==> config.mk <==
export PLATFORM = sky130hd
export DESIGN_NAME = uart_rx_fifo
export DESIGN_NICKNAME = d
export VERILOG_FILES = /design/src/rtl/uart_pkg.sv /design/src/rtl/uart_fifo_ram.sv /design/src/rtl/uart_rx_fifo.sv
export SDC_FILE = /design/constraint.sdc
export NUM_CORES = 1
export LEC_CHECK = 0
export BUFFER_PORTS_ARGS = -buffer_cell sky130_fd_sc_hd__buf_2
export CAP_MARGIN = 20
export CORE_MARGIN = 2
export CORE_UTILIZATION = 34
export DETAILED_ROUTE_END_ITERATION = 12
export SLEW_MARGIN = 10
export SYNTH_ARGS = -nofsm -noshare
export SYNTH_HDL_FRONTEND = slang
export SYNTH_SLANG_ARGS = --single-unit
==> constraint.sdc <==
create_clock -name clk -period 6.5 [get_ports clk]
set_input_delay 1.625 -clock clk [delete_from_list [all_inputs] [get_ports clk]]
set_output_delay 1.625 -clock clk [all_outputs]
set_load 0.01 [all_outputs]
==> src/rtl/uart_pkg.sv <==
// uart_pkg: constants shared by the UART receiver and its receive FIFO.
//   UART_DATA_WIDTH      : width of one received byte
//   UART_FIFO_ADDR_WIDTH : receive FIFO address width (depth = 2**width)
package uart_pkg;

   localparam int UART_DATA_WIDTH      = 8;
   localparam int UART_FIFO_ADDR_WIDTH = 4;

   // Number of FIFO entries for a given address width.
   function automatic int fifo_depth(input int addr_width);
      return 1 << addr_width;
   endfunction

endpackage

==> src/rtl/uart_fifo_ram.sv <==
// uart_fifo_ram: storage array for the UART receive FIFO.
// One synchronous write port and one asynchronous read port. Contents are not reset.
//   clk     : rising-edge clock
//   we      : write enable
//   wr_addr : write address
//   wr_data : write data
//   rd_addr : read address
//   rd_data : read data, combinational from rd_addr
module uart_fifo_ram
   import uart_pkg::*;
#(
   parameter int DATA_WIDTH = UART_DATA_WIDTH,
   parameter int ADDR_WIDTH = UART_FIFO_ADDR_WIDTH
) (
   input  logic                  clk,
   input  logic                  we,
   input  logic [ADDR_WIDTH-1:0] wr_addr,
   input  logic [DATA_WIDTH-1:0] wr_data,
   input  logic [ADDR_WIDTH-1:0] rd_addr,
   output logic [DATA_WIDTH-1:0] rd_data
);

   logic [DATA_WIDTH-1:0] mem [fifo_depth(ADDR_WIDTH)];

   always_ff @(posedge clk) begin
      if (we) begin
         mem[wr_addr] <= wr_data;
      end
   end

   assign rd_data = mem[rd_addr];

endmodule

==> src/rtl/uart_rx_fifo.sv <==
// uart_rx_fifo: show-ahead receive FIFO behind the UART receiver.
// Optional feature: define UART_RX_FIFO_OVERFLOW_EN to compile in the sticky overflow flag;
// without it o_overflow is tied 0 (bytes written while full are still dropped).
//   clk, reset     : clock and synchronous active-high reset
//   i_wr/i_wr_data : write strobe and byte from the receiver
//   o_rd_valid     : head entry present
//   i_rd_ready     : consumer takes the head entry
//   o_rd_data      : head entry (zero read latency)
//   o_full/o_empty : derived from o_count
//   o_count        : number of stored entries, 0..depth
//   o_overflow     : sticky, a write was dropped; i_clr_overflow clears it
module uart_rx_fifo
   import uart_pkg::*;
#(
   parameter int DATA_WIDTH = UART_DATA_WIDTH,
   parameter int ADDR_WIDTH = UART_FIFO_ADDR_WIDTH
) (
   input  logic                  clk,
   input  logic                  reset,
   input  logic                  i_wr,
   input  logic [DATA_WIDTH-1:0] i_wr_data,
   output logic                  o_rd_valid,
   input  logic                  i_rd_ready,
   output logic [DATA_WIDTH-1:0] o_rd_data,
   output logic                  o_full,
   output logic                  o_empty,
   output logic [ADDR_WIDTH:0]   o_count,
   output logic                  o_overflow,
   input  logic                  i_clr_overflow
);

   localparam logic [ADDR_WIDTH:0] DEPTH = (ADDR_WIDTH + 1)'(fifo_depth(ADDR_WIDTH));

   logic [ADDR_WIDTH-1:0] wr_ptr;
   logic [ADDR_WIDTH-1:0] rd_ptr;
   logic [ADDR_WIDTH:0]   count;
   logic                  push;
   logic                  pop;
   logic                  drop;

   // Status comes from the count so pointer wrap never glitches full/empty.
   assign o_count    = count;
   assign o_full     = (count == DEPTH);
   assign o_empty    = (count == '0);
   assign o_rd_valid = ~o_empty;

   assign pop  = o_rd_valid & i_rd_ready;
   // A pop in the same cycle frees the slot, so a write while full is accepted.
   assign push = i_wr & (~o_full | pop);
   assign drop = i_wr & ~push;

   always_ff @(posedge clk) begin
      if (reset) begin
         wr_ptr <= '0;
         rd_ptr <= '0;
         count  <= '0;
      end else begin
         if (push) begin
            wr_ptr <= wr_ptr + 1'b1;
         end
         if (pop) begin
            rd_ptr <= rd_ptr + 1'b1;
         end
         if (push && !pop) begin
            count <= count + 1'b1;
         end else if (pop && !push) begin
            count <= count - 1'b1;
         end
      end
   end

`ifdef UART_RX_FIFO_OVERFLOW_EN
   logic overflow;

   // Set wins over clear when both happen in one cycle.
   always_ff @(posedge clk) begin
      if (reset) begin
         overflow <= 1'b0;
      end else if (drop) begin
         overflow <= 1'b1;
      end else if (i_clr_overflow) begin
         overflow <= 1'b0;
      end
   end

   assign o_overflow = overflow;
`else
   logic unused_ovf;
   assign unused_ovf = i_clr_overflow ^ drop;
   assign o_overflow = 1'b0;
`endif

   uart_fifo_ram #(
      .DATA_WIDTH (DATA_WIDTH),
      .ADDR_WIDTH (ADDR_WIDTH)
   ) u_ram (
      .clk     (clk),
      .we      (push),
      .wr_addr (wr_ptr),
      .wr_data (i_wr_data),
      .rd_addr (rd_ptr),
      .rd_data (o_rd_data)
   );

endmodule
==> impl_metrics.csv, run 1 <==
group,metric,value,unit
worst_setup_path,arrival,2610,ps
logic_synthesis,synthesis.area,5790,um^2
routing,routed-via-count,2853,
routing,drtIter0Drc,204,
sta,min_period,4240,ps
layout,final_area,6750,um^2
layout,diodes,0,
layout,final_common_cell,"edfxtp_1",
min_path,min_path_type,"reg2reg",
sta,clock_skew,7.74,ps
logic_synthesis,synthDistinctLibCells,41,
logic_synthesis,synth_area_per_cell,18.4,um^2
sta,tns,0,ps
layout,final_cell_mix,"edfxtp_1 (128), mux4_2 (32), nor2_1 (29)",
flow_run,maxCapViolations,0,
placed_design,dp.cells,550,
logic_synthesis,ys_ff_latch,145,
worst_setup_path,end_kind,"primary output",
clock_tree,clk_pin_slew,60,ps
worst_setup_path,critical-path-top-delay-family,"buffers and inverters",
sta,finalCritPeriodShare,0.652,
routing,drt_pass1_iterations,4,
power,pwr-share-clk,0.367,
sta,slew_viol_final,0,
min_path,holdPathStages,2,
worst_setup_path,r2r_cells,10,
layout,fillers,1496,
power,irDropWorstVdd,0.189,mV
layout,nNetsFinal,372,
power,swShare,0.268,
clock_tree,cts-root-buf,"clkbuf_16",
clock_tree,post_cts_buffers,0,
clock_tree,numClockSinks,145,
worst_setup_path,crit_slowest_cell,"dfxtp_2",
worst_setup_path,cp_data_required_time,4880,ps
power,p_comb_frac,0.207,
power,switchingPower,692,uW
logic_synthesis,syn_nets,337,
routing,avgViaCountPerCell,4.90,
routing,drc_errors,0,
routing,drt_wl_total,11000,um
sta,fmax,236,MHz
placed_design,hpwl,7010,um
grt,grt_overflow,0,
routing,wl_per_cell,18.9,um
logic_synthesis,synthDominantCellAreaShare,0.664,
grt,gr-usage-all-layers,0.134,
clock_tree,cts_resized,0,
layout,drive_above_1_share,0.290,
sta,tightest_slew,1030,ps
die,dieArea,18100,um^2
layout,multi_input_area,1500,um^2
placed_design,dpl_cell_area,6170,um^2
clock_tree,cts_tree,"built",
status,status,"finished, final reports clean",
worst_setup_path,crit_chain,"buf_4, mux4_2, a22oi_1, nand2_1, buf_2",
worst_setup_path,path_buf_inv,2,
power,powerDensity,383,nW/um^2
sta,setup_viol,0,
sta,hold_viol,0,
power,power.internal,1.89,mW
clock_tree,clkLatencyLatePin,420,ps
logic_synthesis,synth.area.top_cells,"edfxtp_1 (66%), mux4_2 (12%), dfxtp_1 (5.9%), a22oi_1 (2.1%), ha_1 (1.9%)",
worst_setup_path,worst-path-max-fanout,22,
die,initial_core_util,0.348,
logic_synthesis,ys_seq_area_frac,0.723,
grt,grt_pass1_wl,17300,um
placed_design,place.gp.congestion,0.714,
grt,grt_pass1_vias,3086,
sta,rsz0062_at_grt,"no",
die,die_y,134,um
worst_setup_path,max_stage_delay,580,ps
logic_synthesis,synth_warnings,0,
clock_tree,numCtsBuffers,17,
routing,ant_nets,0,
grt,antenna_found_initial,0,
clock_tree,h-tree-depth,4,
worst_setup_path,start_kind,"register",
power,p_leak,2.23,nW
placed_design,io_buffers,27,
logic_synthesis,synthCells,314,
grt,grt_max_degree,33,
die,die_w,134,um
worst_setup_path,crit_type,"reg2out",
logic_synthesis,synth_top_cell_by_area,"edfxtp_1",
clock_tree,holdBufCountCts,0,
sta,slew_headroom,0.311,
clock_tree,cts_buffer_depth,2,
layout,final_cell_count_no_fill,582,
die,num_io_pins,30,
layout,final-seq-area,4190,um^2
die,core,16600,um^2
worst_setup_path,critical_path_depth,5,
layout,area_growth,16.6,%
die,rows,47,
power,sequentialPowerShare,0.427,
-- tightest hold or removal path, cell delays in order, from the launching register on --
cell and delay [ps]:
dfxtp_1 350, nand2_1 70, a21oi_1 60
-- Yosys cell counts --
cell type	count
o211ai_1	2
buf_1	2
mux2_2	1
fa_1	1
nor4_1	1
a21oi_1	5
or3_4	1
xor2_1	5
nand2_1	11
a21o_1	1
o21ai_1	1
buf_4	1
and2_1	1
o311ai_4	1
o21ai_2	1
dfxtp_1	17
or4_4	1
nand2b_1	3
mux4_2	32
buf_6	1
or3_1	2
conb_1	1
a211oi_1	1
a31oi_1	1
edfxtp_1	128
inv_1	6
nand3_1	3
o31ai_4	1
nand3_2	3
mux2i_1	2
and3_1	1
clkbuf_1	9
nor4bb_1	1
xnor2_1	2
ha_1	9
clkbuf_2	1
nor2_1	29
nor3_1	4
nor2b_1	2
a22oi_1	16
buf_2	3
-- layout make-up --
type | count | share of cell area
clock inverters | 15 | 0.0239
repair buffers | 33 | 0.0267
well taps | 220 | 0.0408
inverters | 6 | 0.00334
multi-input cells | 146 | 0.223
clock buffers | 17 | 0.0630
flip-flops and latches | 145 | 0.620
-- through the flow --
| step | utilization | worst slack, ps | power [mW] | hold slack [ps] |
|---|---|---|---|---|
| finish | 0.406 | 2260 | 2.58 | 528 |
| global route | 0.406 | 2050 | 2.70 | 563 |
| CTS | 0.406 | 2180 | 2.62 | 528 |
| detailed placement | 0.370 | 2620 | 1.67 | 508 |
| global placement | 0.370 | 2630 | 1.66 | 504 |
| floorplan | - | 3080 | 1.53 | 481 |
-- registers in the layout (all words and copies together) (netlist names), named ones only --
name       flops
rd_ptr         4
o_count        5
u_ram.mem    128
wr_ptr         4
-- power groups by stage --
stage	Clock [mW]	Combinational, mW	Sequential, mW
2_1_floorplan	0	0.426	1.10
3_3_place_gp	0	0.540	1.12
3_5_place_dp	0	0.546	1.12
4_1_cts	0.964	0.547	1.10
5_1_grt	1.00	0.589	1.11
6_report	0.948	0.534	1.10
-- final timing paths --
check	from	to	slack (ps)
max	register	o_rd_data[2]	2260
min	wr_ptr[1]	wr_ptr[1]	530
min reg2reg	wr_ptr[1]	wr_ptr[1]	530
max reg2reg	o_count[0]	o_count[4]	3510
-- cell families after synthesis --
kind of cell	count (synthesis)	synth area share
adder cells (fa/ha/maj)	10	0.0229
buffers and inverters	23	0.0177
XOR/XNOR	7	0.0106
multiplexers	35	0.130
AND/OR/NAND/NOR	63	0.0536
AO/OA/AOI/OAI	30	0.0419
other	1	0.000648
flip-flops	145	0.723
-- layer usage --
metal | GRT usage | share of wire
met4 | 0.0474 | 0.019
met1 | 0.175 | 0.44
met5 | 0 | 0
met3 | 0.0413 | 0.057
met2 | 0.211 | 0.48
No activity file was read; power rests on OpenSTA's default activity.
==> run 2, diff against run 1 <==
- clock period: 6.5 -> 3.9 ns (I/O delays scaled with it)
==> impl_metrics.csv, run 2 (synthesis results as in run 1) <==
group,metric,value,unit
worst_setup_path,end_kind,"primary output",
power,p_total,4.32,mW
worst_setup_path,start_kind,"register",
sta,tns,0,ps
placed_design,dpl_cell_area,6200,um^2
sta,tightest_slew,976,ps
worst_setup_path,worst-path-max-fanout,13,
grt,grt_pass1_wl,17300,um
routing,drc_errors,0,
die,core,16600,um^2
routing,ant_nets,0,
sta,whs,521,ps
layout,fin_util,0.407,
layout,largest_reg_flops,128,
clock_tree,cts_buffer_depth,2,
layout,diodes,0,
routing,wl_per_cell,18.6,um
routing,avgViaCountPerCell,4.95,
clock_tree,holdBufCountCts,0,
placed_design,place.gp.congestion,0.701,
clock_tree,clk_pin_slew,60,ps
routing,drt_wl_total,10900,um
worst_setup_path,crit_type,"reg2out",
worst_setup_path,arrival,2220,ps
sta,min_period,3190,ps
grt,grt_max_degree,18,
clock_tree,post_cts_buffers,0,
worst_setup_path,cp_data_required_time,2920,ps
power,powerDensity,638,nW/um^2
clock_tree,numCtsBuffers,17,
sta,finalCritPeriodShare,0.819,
die,die_w,134,um
grt,grt_pass1_vias,3087,
clock_tree,clkLatencyLatePin,420,ps
placed_design,dp.cells,554,
routing,drtIter0Drc,170,
clock_tree,numClockSinks,145,
die,die_y,134,um
sta,clock_skew,5.19,ps
clock_tree,cts_tree,"built",
routing,routed-via-count,2901,
sta,setup_ws,707,ps
placed_design,io_buffers,27,
sta,setup_viol,0,
clock_tree,cts-root-buf,"clkbuf_16",
placed_design,hpwl,7430,um
layout,drive_above_1_share,0.298,
layout,final_cell_count_no_fill,586,
clock_tree,h-tree-depth,4,
sta,rsz0062_at_grt,"no",
power,p_leak,2.25,nW
placed_design,pre_cts_ws,761,ps
layout,area_growth,17.1,%
grt,grt_overflow,0,
grt,gr-usage-all-layers,0.131,
layout,final_cell_mix,"edfxtp_1 (128), mux4_2 (32), nor2_1 (29)",
die,initial_core_util,0.348,
clock_tree,cts_resized,0,
sta,slew_viol_final,0,
min_path,min_path_type,"reg2reg",
power,irDropWorstVdd,0.379,mV
status,status,"finished, final reports clean",
flow_run,maxCapViolations,0,
layout,nNetsFinal,376,
layout,final_common_cell,"edfxtp_1",
die,rows,47,
sta,fmax,313,MHz
routing,drt_pass1_iterations,4,
layout,final_area,6780,um^2
die,num_io_pins,30,
die,dieArea,18100,um^2
grt,antenna_found_initial,0,
layout,regMostFlops,"u_ram.mem",
sta,hold_viol,0,
sta,slew_headroom,0.347,
run 2: power by group:
group	internal (mW)	total [mW]	switching, mW
sequential	1.76	1.82	0.0579
combinational	0.457	0.931	0.474
clock	0.947	1.58	0.628
total	3.16	4.32	1.16
run 2: layout make-up:
cell class	count	area, um^2
clock buffers	17	425
clock inverters	15	159
fillers	1469	9860
inverters	6	22.5
multi-input cells	146	1500
flip-flops and latches	145	4190
well taps	220	275
repair buffers	37	210
run 2: final timing paths:
check                           depth (start not counted)  startpoint  slack (ps)      endpoint
worst min-delay path                                    2   wr_ptr[1]         520     wr_ptr[1]
worst max register to register                         10  o_count[0]         940    o_count[4]
worst min register to register                          2   wr_ptr[1]         520     wr_ptr[1]
worst max-delay path                                    5    register         710  o_rd_data[2]
run 2: worst max-delay path, cell delays in order, from the launching register on:
cell and delay [ps]:
dfxtp_1 610, buf_4 330, mux4_2 330, a22oi_1 270, nand2_1 120, buf_2 150
run 2: layer usage:
metal / part of all wire / vias to the layer above / global-route usage
li1: - / 1331 / -
met1: 0.44 / 1489 / 0.160
met2: 0.50 / 68 / 0.223
met3: 0.047 / 13 / 0.0394
met4: 0.012 / 0 / 0.0439
met5: 0 / - / 0
==> run 3, diff against run 2 <==
- clock period: 3.9 -> 2.78 ns (I/O delays scaled with it)
==> impl_metrics.csv, run 3 (synthesis results as in run 1) <==
group,metric,value,unit
worst_setup_path,start_kind,"register",
layout,drive_above_1_share,0.371,
power,p_comb_frac,0.248,
worst_setup_path,crit_type,"reg2out",
clock_tree,h-tree-depth,4,
power,powerDensity,906,nW/um^2
worst_setup_path,end_kind,"primary output",
clock_tree,cts_tree,"built",
sta,tightest_slew,832,ps
placed_design,place.gp.congestion,0.706,
routing,routed-via-count,2998,
sta,fmax,363,MHz
worst_setup_path,worst-path-max-fanout,9,
power,swShare,0.272,
clock_tree,numClockSinks,145,
layout,multi_input_area,1590,um^2
sta,hold_viol,0,
routing,drt_pass1_iterations,4,
layout,fin_util,0.424,
grt,grt_pass1_vias,3038,
layout,final-seq-area,4190,um^2
grt,gr-usage-all-layers,0.132,
die,die_w,134,um
grt,grt_max_degree,33,
clock_tree,clk_pin_slew,60,ps
die,rows,47,
flow_run,maxCapViolations,0,
sta,slew_headroom,0.443,
layout,fillers,1455,
layout,area_growth,21.8,%
power,p_total,6.39,mW
sta,slew_viol_final,0,
power,sequentialPowerShare,0.401,
die,die_y,134,um
placed_design,dp.cells,564,
grt,antenna_found_initial,0,
clock_tree,holdBufCountCts,0,
clock_tree,cts_buffer_depth,2,
sta,rsz0062_at_grt,"yes",
placed_design,dpl_cell_area,6300,um^2
power,p_leak,2.35,nW
clock_tree,cts-root-buf,"clkbuf_16",
status,status,"finished, final reports clean",
routing,drt_wl_total,11500,um
routing,drc_errors,0,
die,dieArea,18100,um^2
routing,drtIter0Drc,257,
routing,ant_nets,0,
layout,diodes,0,
die,core,16600,um^2
routing,wl_per_cell,19.2,um
grt,grt_overflow,0,
power,switchingPower,1.74,mW
sta,min_period,2750,ps
die,initial_core_util,0.348,
die,num_io_pins,30,
worst_setup_path,arrival,2060,ps
layout,regMostFlops,"u_ram.mem",
grt,grt_pass1_wl,17200,um
min_path,min_path_type,"reg2reg",
power,irDropWorstVdd,0.511,mV
placed_design,hpwl,7240,um
clock_tree,clkLatencyLatePin,420,ps
sta,clock_skew,10.1,ps
layout,largest_reg_flops,128,
clock_tree,numCtsBuffers,17,
routing,avgViaCountPerCell,5.00,
sta,setup_viol,0,
power,pwr-share-clk,0.351,
layout,final_cell_mix,"edfxtp_1 (128), mux4_2 (32), nor2_1 (29)",
layout,final_area,7050,um^2
layout,nNetsFinal,390,
sta,finalCritPeriodShare,0.990,
layout,final_common_cell,"edfxtp_1",
sta,whs,520,ps
power,power.internal,4.65,mW
placed_design,io_buffers,27,
worst_setup_path,cp_data_required_time,2090,ps
layout,final_cell_count_no_fill,600,
## run 3: changes by cell type in the layout (fill, tap and decap cells not counted), sizes merged
cell,change
buf,+12
inv,+1
clkbuf,+3
clkinv,-2
## run 3: path summary, 6_finish.rpt
kind / end / from / cells past startpoint / slack, ps
worst max register to register: o_count[3] / o_count[1] / 10 / 130
worst min register to register: wr_ptr[1] / wr_ptr[1] / 2 / 520
worst max-delay path: o_rd_data[4] / register / 5 / 30
worst min-delay path: wr_ptr[1] / wr_ptr[1] / 2 / 520
## run 3: routing by layer
metal / up-vias / GRT usage / wire, um
met5: - / 0 / 0
met4: 0 / 0.0579 / 172
met3: 15 / 0.0379 / 707
met2: 103 / 0.207 / 5570
met1: 1524 / 0.172 / 5050
li1: 1356 / - / -
## run 3: what timing repair did
item | 4_1_cts | 5_1_grt
buffers inserted | 0 | 2
setup endpoints to repair | 6 | 10
gates resized for setup | 5 | 16
pin swaps | 2 | 4
gates cloned | 0 | 2
## run 3: final cells by class
type                    instances  share of cell area
well taps                     220              0.0390
repair buffers                 51              0.0550
multi-input cells             146               0.226
clock buffers                  18              0.0608
clock inverters                14              0.0220
inverters                       6             0.00319
flip-flops and latches        145               0.594
## run 3: worst max-delay path, cell delays in order (launching register included)
cell	delay (ps)
dfxtp_4	440
clkbuf_16	210
mux4_2	520
a22oi_2	250
nand2_1	80
buf_2	140
## run 3: through the flow
stage          TNS [ps]  setup slack (ps)
6_report              0              27.9
5_1_grt            -117             -38.6
4_1_cts           -42.7             -42.7
3_5_place_dp          0              41.4
3_3_place_gp          0              80.1
2_1_floorplan         0              1.84
## run 3: power by group through the flow
stage          clock network, mW  logic [mW]  registers [mW]
2_1_floorplan                  0       0.997            2.58
3_3_place_gp                   0        1.39            2.57
3_5_place_dp                   0        1.41            2.58
4_1_cts                     2.27        1.43            2.53
5_1_grt                     2.37        1.74            2.57
6_report                    2.24        1.58            2.56
